`config.mk`:
```
export PLATFORM = sky130hd
export DESIGN_NAME = key_entry_reader
export DESIGN_NICKNAME = d
export VERILOG_FILES = /design/src/rtl/keypad_pkg.sv /design/src/rtl/key_fifo.sv /design/src/rtl/key_entry_reader.sv
export SDC_FILE = /design/constraint.sdc
export NUM_CORES = 1
export LEC_CHECK = 0
export ABC_CLOCK_PERIOD_IN_PS = 1850
export BUFFER_PORTS_ARGS = -buffer_cell sky130_fd_sc_hd__buf_2
export CELL_PAD_IN_SITES_DETAIL_PLACEMENT = 1
export CELL_PAD_IN_SITES_GLOBAL_PLACEMENT = 2
export CORE_ASPECT_RATIO = 0.9
export CORE_MARGIN = 2
export CORE_UTILIZATION = 38
export CTS_CLUSTER_SIZE = 16
export DETAILED_ROUTE_END_ITERATION = 8
export HOLD_SLACK_MARGIN = 0.02
export PLACE_DENSITY = 0.72
export SLEW_MARGIN = 40
export SYNTH_ARGS = -nofsm -noshare
export SYNTH_HDL_FRONTEND = slang
export SYNTH_SLANG_ARGS = --single-unit
export TNS_END_PERCENT = 1
```
`constraint.sdc`:
```
create_clock -name Clock -period 1.85 [get_ports Clock]
set_input_delay 0.2775 -clock Clock [delete_from_list [all_inputs] [get_ports Clock]]
set_output_delay 0.2775 -clock Clock [all_outputs]
set_load 0.02 [all_outputs]
```
`src/rtl/keypad_pkg.sv`:
```
// keypad_pkg
// Definitions shared by the keypad blocks.
//   KEY_W          - width of a key code coming out of the interpreter
//   reader_state_t - handshake states of the key-entry reader
package keypad_pkg;

  localparam int KEY_W = 4;

  typedef enum logic [1:0] {
    IDLE    = 2'd0,  // waiting for a pending key
    ACK     = 2'd1,  // KeyRead asserted, waiting for KeyReady to fall
    RECOVER = 2'd2   // ack timed out, waiting for KeyReady to fall with no capture
  } reader_state_t;

endpackage

```
`src/rtl/key_fifo.sv`:
```
// key_fifo
// Synchronous FIFO holding captured key codes. There is no fall-through:
// a write into an empty FIFO becomes visible on the cycle after the write edge.
// Ports:
//   clk       in   clock, rising edge
//   rstN      in   asynchronous active-low reset
//   clear     in   synchronous flush, overrides push and pop
//   push      in   write pushData (caller guarantees the FIFO is not full)
//   pushData  in   KEY_W-bit value to write
//   popReady  in   consumer ready; a pop happens when headValid is also high
//   headValid out  FIFO not empty
//   headData  out  entry at the read pointer
//   count     out  occupancy 0..DEPTH
module key_fifo #(
  parameter int DEPTH = 8,
  parameter int KEY_W = 4,
  localparam int PTR_W = $clog2(DEPTH),
  localparam int CNT_W = PTR_W + 1
) (
  input  logic             clk,
  input  logic             rstN,
  input  logic             clear,
  input  logic             push,
  input  logic [KEY_W-1:0] pushData,
  input  logic             popReady,
  output logic             headValid,
  output logic [KEY_W-1:0] headData,
  output logic [CNT_W-1:0] count
);

  logic [KEY_W-1:0] mem [DEPTH];
  logic [PTR_W-1:0] wrPtr;
  logic [PTR_W-1:0] rdPtr;
  logic [CNT_W-1:0] countR;
  logic [CNT_W-1:0] countNxt;
  logic             validR;
  logic             pop;

  // validR always mirrors (countR != 0), so it gates pops directly
  assign pop       = validR & popReady;
  assign headValid = validR;
  assign headData  = mem[rdPtr];
  assign count     = countR;

  // Next occupancy: flush wins, a simultaneous push and pop cancel out
  always_comb begin
    countNxt = countR;
    if (clear) begin
      countNxt = '0;
    end else if (push && !pop) begin
      countNxt = countR + CNT_W'(1);
    end else if (pop && !push) begin
      countNxt = countR - CNT_W'(1);
    end else begin
      countNxt = countR;
    end
  end

  // Pointers, occupancy and the registered non-empty flag
  always_ff @(posedge clk or negedge rstN) begin
    if (!rstN) begin
      wrPtr  <= '0;
      rdPtr  <= '0;
      countR <= '0;
      validR <= 1'b0;
    end else begin
      if (clear) begin
        wrPtr <= '0;
        rdPtr <= '0;
      end else begin
        if (push) wrPtr <= wrPtr + PTR_W'(1);
        if (pop)  rdPtr <= rdPtr + PTR_W'(1);
      end
      countR <= countNxt;
      validR <= (countNxt != '0);
    end
  end

  // Storage array; reset to zero so the head reads a known value when empty
  always_ff @(posedge clk or negedge rstN) begin
    if (!rstN) begin
      for (int i = 0; i < DEPTH; i++) begin
        mem[i] <= '0;
      end
    end else if (push && !clear) begin
      mem[wrPtr] <= pushData;
    end
  end

endmodule

```
`src/rtl/key_entry_reader.sv`:
```
// key_entry_reader
// Consumer side of the keypad interpreter KeyReady/KeyRead handshake. A
// pending key is captured into a FIFO and acknowledged by holding KeyRead
// until KeyReady falls, with a timeout bounding the ack length. A full FIFO
// withholds the ack so the scanner stalls instead of losing keys.
// Ports:
//   Clock       in   system clock, rising edge
//   ResetButton in   asynchronous active-low reset
//   KeyReady    in   key pending from the interpreter
//   KeyData     in   key value, stable while KeyReady=1
//   KeyRead     out  registered acknowledge to the interpreter
//   Clear       in   synchronous FIFO flush
//   OutValid    out  FIFO head valid
//   OutData     out  FIFO head value
//   OutReady    in   downstream pop request
//   Count       out  FIFO occupancy 0..DEPTH
//   AckTimeout  out  sticky: an ack lasted ACK_MAX cycles
module key_entry_reader
  import keypad_pkg::*;
#(
  parameter int DEPTH   = 8,
  parameter int ACK_MAX = 100000,
  localparam int CNT_W  = $clog2(DEPTH) + 1
) (
  input  logic             Clock,
  input  logic             ResetButton,
  input  logic             KeyReady,
  input  logic [KEY_W-1:0] KeyData,
  output logic             KeyRead,
  input  logic             Clear,
  output logic             OutValid,
  output logic [KEY_W-1:0] OutData,
  input  logic             OutReady,
  output logic [CNT_W-1:0] Count,
  output logic             AckTimeout
);

  localparam int             ACK_W    = $clog2(ACK_MAX);
  // Counter value on the last permitted cycle of KeyRead high
  localparam logic [ACK_W-1:0] ACK_LAST = ACK_W'(ACK_MAX - 1);

  reader_state_t     stateR;
  reader_state_t     stateNxt;
  logic [ACK_W-1:0]  ackCntR;
  logic [ACK_W-1:0]  ackCntNxt;
  logic              keyReadR;
  logic              ackTimeoutR;
  logic              pushKey;
  logic              timeoutHit;
  logic              fifoFull;

  assign fifoFull   = (Count == CNT_W'(DEPTH));
  assign KeyRead    = keyReadR;
  assign AckTimeout = ackTimeoutR;

  key_fifo #(
    .DEPTH (DEPTH),
    .KEY_W (KEY_W)
  ) uFifo (
    .clk       (Clock),
    .rstN      (ResetButton),
    .clear     (Clear),
    .push      (pushKey),
    .pushData  (KeyData),
    .popReady  (OutReady),
    .headValid (OutValid),
    .headData  (OutData),
    .count     (Count)
  );

  // Handshake next-state, capture strobe and ack-length counter
  always_comb begin
    stateNxt   = stateR;
    ackCntNxt  = ackCntR;
    pushKey    = 1'b0;
    timeoutHit = 1'b0;
    case (stateR)
      IDLE: begin
        // Full FIFO: leave the key pending so the scanner stalls
        if (KeyReady && !fifoFull) begin
          pushKey   = 1'b1;
          ackCntNxt = '0;
          stateNxt  = ACK;
        end else begin
          stateNxt = IDLE;
        end
      end
      ACK: begin
        if (!KeyReady) begin
          stateNxt = IDLE;
        end else if (ackCntR == ACK_LAST) begin
          timeoutHit = 1'b1;
          stateNxt   = RECOVER;
        end else begin
          ackCntNxt = ackCntR + ACK_W'(1);
        end
      end
      RECOVER: begin
        // A still-held KeyReady belongs to the key already captured
        if (!KeyReady) begin
          stateNxt = IDLE;
        end else begin
          stateNxt = RECOVER;
        end
      end
      default: begin
        stateNxt = IDLE;
      end
    endcase
  end

  // State, counter, registered KeyRead and sticky timeout flag
  always_ff @(posedge Clock or negedge ResetButton) begin
    if (!ResetButton) begin
      stateR      <= IDLE;
      ackCntR     <= '0;
      keyReadR    <= 1'b0;
      ackTimeoutR <= 1'b0;
    end else begin
      stateR      <= stateNxt;
      ackCntR     <= ackCntNxt;
      keyReadR    <= (stateNxt == ACK);
      ackTimeoutR <= ackTimeoutR | timeoutHit;
    end
  end

endmodule

```
After elaboration in Yosys (flattened, before gate mapping)
Index checks and enable logic that the tools add are counted.

Multiplexer cells: 27. Eq/ne operators: 8. Magnitude comparators: 3. Reductions and logical operators: 15. Add/sub/neg operators: 5. Bitwise gates (word level): 4.

Operator list (number): two-way mux 17 bit (3); case mux 17 bit (2 select lines) (1); bitwise mux 32 bit (1); two-way mux 4 bit (6); adder 17 x 1 -> 17 bit, second input constant (1); equality test 17 bit, second input constant (1); binary-select mux 4 bit (select 3 bit) (1); demux 4 bit (select 3 bit) (1); two-way mux 3 bit (4); greater-or-equal comparator 4 bit, second input constant (2); inverter 3 -> 4 bit (2); adder 3 x 1 -> 3 bit, second input constant (2); two-way mux 1 bit (6); two-way mux 2 bit (3); != test 2 bit, second input constant (3); case mux 2 bit (3 select lines) (1); nonzero test 2 bit (3); logical AND 1 bit (5); adder 4 x 1 -> 4 bit, second input constant (1); equality test 2 x 1 -> 1 bit, second input constant (2); equality test 4 bit, second input constant (1); zero test 1 bit (4); less-than comparator 4 x 1 -> 1 bit, second input constant (1); AND reduction 4 bit (1); 6 further kinds (6).

Word-level logic and storage cells: 78. Bits in registers: 64. Input port bits: 9. Output and inout bits: 11.

Depth between registers and ports, before layout
Depth in word-level cells: 11. Mapped depth: 8. Mapped depth without buffers: 7.

Modules after synthesis
From an unflattened synthesis, not the netlist that was laid out.

Cell total of the unflattened synthesis: 269. Area, all modules: 3283.1 sq um.

Modules (own cells, without submodules): key_fifo (instances 1, cells an instance 155, sequential area each 1076.0 sq um, area an instance 2129.5 sq um); key_entry_reader (instances 1, cells an instance 114, sequential area each 525.5 sq um, area an instance 1153.6 sq um).

Worst setup path before layout
OpenSTA, ideal clock, no wires.

Path type: register -> register. From: reg uFifo.countR[0], in the netlist uFifo.count[0]. To: reg uFifo.mem[24] in the netlist's numbering. Clock period less this slack: 1.892 ns. Path buffers: 0. Slack: -0.042 ns. Data arrival time: 1.767 ns. Required time: 1.725 ns. Cell stages (with the launch flop): 7. Library setup time: 0.125 ns. Cells stage by stage: dfrtp_1 -> inv_1 -> ha_1 -> nand2_1 -> o21ai_1 -> nor4_4 -> mux2_2.

Word-level cells in the longest chain between the ends: 6.

RTL lines: start, declared (RTL line key_fifo.sv:34) `logic [CNT_W-1:0] countR;`; start signal, assigned (RTL line key_fifo.sv:74) `countR <= countNxt;`; equality test 4 bit (RTL line key_entry_reader.sv:52) `assign fifoFull = (Count == CNT_W'(DEPTH));`; zero test 1 bit (RTL line key_entry_reader.sv:80) `if (KeyReady && !fifoFull) begin`; logical AND 1 bit (RTL line key_entry_reader.sv:80); two-way mux 1 bit (RTL line key_entry_reader.sv:80); two-way mux 1 bit (RTL line key_entry_reader.sv:77) `case (stateR)`; logical AND 1 bit (RTL line key_fifo.sv:85) `end else if (push && !clear) begin`; end signal, assigned by index (RTL line key_fifo.sv:86) `mem[wrPtr] <= pushData;`; end, declared (RTL line key_fifo.sv:31) `logic [KEY_W-1:0] mem [DEPTH];`.

No other way between the ends. A chain may end at the register's enable or synchronous reset.

Worst setup path in the final report
From: reg uFifo.rdPtr[0]. To: out OutData[1].

Word-level cells in the longest chain between the ends: 4.

RTL lines: start, declared (RTL line key_fifo.sv:33) `logic [PTR_W-1:0] rdPtr;`; start signal, assigned (RTL line key_fifo.sv:72) `if (pop) rdPtr <= rdPtr + PTR_W'(1);`; inverter 3 -> 4 bit (not written as such) (RTL line key_fifo.sv:42) `assign headData = mem[rdPtr];`; binary-select mux 4 bit (select 3 bit) (RTL line key_fifo.sv:42); two-way mux 4 bit (not written as such) (2 in series) (RTL line key_fifo.sv:42); end, declared (RTL line key_entry_reader.sv:32) `output logic [KEY_W-1:0] OutData,`.

No other way between the ends. The select of a mux whose other input is x is not followed.

==> flow_metrics.env <==
export IMPL_fmax_mhz=480
export IMPL_nets=350
export IMPL_layout_commonest_cell="dfrtp_1"
export IMPL_synth_distinct_cells=50
export IMPL_htreeDepth=3
export IMPL_fin_hold_ws_ns=0.167
export IMPL_final_cell_mix="dfrtp_1 (62), buf_4 (35), mux2_2 (34), nand2_1 (23), nor2_1 (22)"
export IMPL_max_cap_violations=0
export IMPL_worstSetupEndpointType="output port"
export IMPL_yosys_warnings=0
export IMPL_hold_class="in -> reg"
export IMPL_post_route_util_pct=48.9
export IMPL_grt_pass1_vias=2558
export IMPL_worstSetupStartpointType="flip-flop"
export IMPL_rr_worst_depth=7
export IMPL_pwr_share_clk_pct=31.3
export IMPL_dieArea_mm2=0.00956
export IMPL_cts_tree="built"
export IMPL_drc=0
export IMPL_start_util_pct=39.0
export IMPL_core_area_mm2=0.00857
export IMPL_fp_dieH_um=93.0
export IMPL_p_sw_mw=1.47
export IMPL_async_flop_share_pct=100
export IMPL_cp_required_ns=1.57
export IMPL_place_ws_ns=-0.0636
export IMPL_intPower_mw=3.24
export IMPL_drive_gt1_share_pct=43.1
export IMPL_relSlewSlack_pct=68.6
export IMPL_wl_um=7860
export IMPL_first_pass_iters=4
export IMPL_finalCritPeriodShare_pct=113
export IMPL_ys_ff_latch=64
export IMPL_ioPinCount=20
export IMPL_setup_ws_ns=-0.234
export IMPL_synth_area_mm2=0.00334
export IMPL_root_buffer="clkbuf_8"
export IMPL_ys_flop_type="dfrtp_1"
export IMPL_cp_data_arrival_time_ns=1.81
export IMPL_final_cell_count_no_fill=460
export IMPL_dpl_cell_area_mm2=0.00383
export IMPL_slew_viol_final=0
export IMPL_antenna_found_initial=0
export IMPL_status="finished, violations left"
export IMPL_via_per_inst=5.17
export IMPL_tightest_slew_ns=0.471
export IMPL_rows=32
export IMPL_final_hold_viol_count=0
export IMPL_gp_congestion=0.749
export IMPL_ys_seq_area_share_pct=47.9
export IMPL_vias=2379
export IMPL_hold_path_depth=2
export IMPL_die_w_um=103
export IMPL_avgRoutedWirePerCell_um=17.1
export IMPL_setup_viol=13
export IMPL_grt_remaining_overflow=0
export IMPL_n_antenna_cell=0
export IMPL_synth_cells=279
export IMPL_critPathKind="reg -> out"
export IMPL_grt_max_degree=65
export IMPL_drtIter0Drc=71
export IMPL_synth_nets=293
export IMPL_powerDensity_mw_per_mm2=1120
export IMPL_p_seq_share_pct=37.8
export IMPL_area_delta_synth_final_pct=25.3
export IMPL_grt_pass1_wl_um=13400
export IMPL_rsz0062_at_grt="true"
export IMPL_numPortBuffers=19
export IMPL_dpl_hpwl_um=5610
export IMPL_grt_usage_pct=18.5
export IMPL_violations="negative setup slack"
export IMPL_clock_skew_ns=0.0112
export IMPL_avgSynthCellArea_um2=12.0
export IMPL_clk_path_buf_depth=2
export IMPL_finalInstanceArea_mm2=0.00419
export IMPL_clock_sinks=64
export IMPL_cts_buffers=9
export IMPL_placed_cells=442
export IMPL_netSwitchingFraction_pct=31.2
export IMPL_worstSkewPairLatency_ns=0.35
export IMPL_combPwrFrac_pct=30.9
export IMPL_cellLeakagePower_nw=1.85
export IMPL_synth_enable_flop_cells=0
export IMPL_drt_antenna_violating_nets=0
export IMPL_peakVddDrop_mv=0.388
export IMPL_path_clk_slew_ns=0.07
export IMPL_min_period_ns=2.08
export IMPL_crit_fanout=9
metal layers:
layer	track usage [%]	vias to the layer above	routed length, um
met1	26.1	1228	3750
met5	0	-	0
li1	-	1115	-
met2	28.5	27	3770
met3	3.85	9	217
met4	5.59	0	115
cell families (layout without fill, tap and decap cells):
family                   after synthesis  in the layout  share of synthesized area [%]
flip-flops                            64             64                           47.9
XOR/XNOR                              16             16                           4.19
AND/OR/NAND/NOR                      102            102                           19.1
AO/OA/AOI/OAI                         23             23                           4.68
buffers and inverters                 21             83                           3.52
adder cells (fa/ha/maj)                5              5                           1.87
multiplexers                          48             48                           18.8
power groups by stage:
stage                     sequential, mW  clock [mW]  combinational, mW
after detailed placement            1.80           0               1.35
after global placement              1.78           0               1.32
after CTS                           1.77        1.52               1.38
final                               1.78        1.47               1.45
after floorplan                     1.82           0              0.807
after global routing                1.82        1.56               1.60
path summary, 6_finish.rpt:
path	start	end	slack [ns]
setup / recovery	uFifo.rdPtr[0]$_DFFE_PN0P_	OutData[1]	-0.23
hold / removal	Clear	uFifo.wrPtr[1]$_DFFE_PN0P_	0.17
setup reg to reg	uFifo.count[0]$_DFF_PN0_	uFifo.mem[3]$_DFFE_PN0P_	-0.08
hold reg to reg	AckTimeout$_DFF_PN0_	AckTimeout$_DFF_PN0_	0.46
max in group asynchronous	ResetButton	uFifo.count[1]$_DFF_PN0_	1.06
min in group asynchronous	ResetButton	stateR[1]$_DFF_PN0_	0.46
critical path, cell delays in order (launching register included):
cell and delay [ns]:
dfrtp_1 0.37, buf_12 0.15, mux4_2 0.51, mux2_2 0.27
buf_2 0.16
cells in the mapped netlist (all sizes together), types with 4 or more instances:
cell | number | area [um2]
mux4 | 8 | 180
inv | 7 | 26.3
clkbuf | 4 | 15.0
mux2 | 37 | 417
nand3 | 15 | 75.1
nand4 | 6 | 37.5
nand2 | 24 | 90.1
buf | 10 | 76.3
dfrtp | 64 | 1600
nor4 | 7 | 119
nor2 | 22 | 82.6
nor3 | 5 | 35.0
a21oi | 4 | 20.0
ha | 5 | 62.6
nor3b | 4 | 40.0
xnor2 | 13 | 114
o21ai | 5 | 25.0
area by class of cell:
class / count / area (um2)
fillers: 953 / 4380
multi-input cells: 194 / 1700
flip-flops and latches: 64 / 1600
repair buffers: 60 / 463
well taps: 119 / 149
clock buffers: 9 / 124
clock inverters: 7 / 120
inverters: 7 / 26.3
state kept, by name (all words and copies together), names as in the netlist:
signal and count:
uFifo.headValid 1, uFifo.wrPtr 3, uFifo.rdPtr 3, stateR 2, uFifo.count 4, KeyRead 1, AckTimeout 1, ackCntR 17
uFifo.mem 32
timing repair:
action	in CTS	in global routing
setup endpoints to repair	33	48
pin swaps	3	5
setup buffers	1	0
endpoints found under the hold margin	64	0
hold buffers	1	0
gates resized for setup	6	17
per-stage QoR:
step	power [mW]	TNS (ns)
after floorplan	2.63	0
after global placement	3.10	-0.0117
after detailed placement	3.15	-0.511
after CTS	4.68	-1.52
after global routing	4.98	-2.60
final	4.70	-1.37
(Power assumes the default switching activity.)
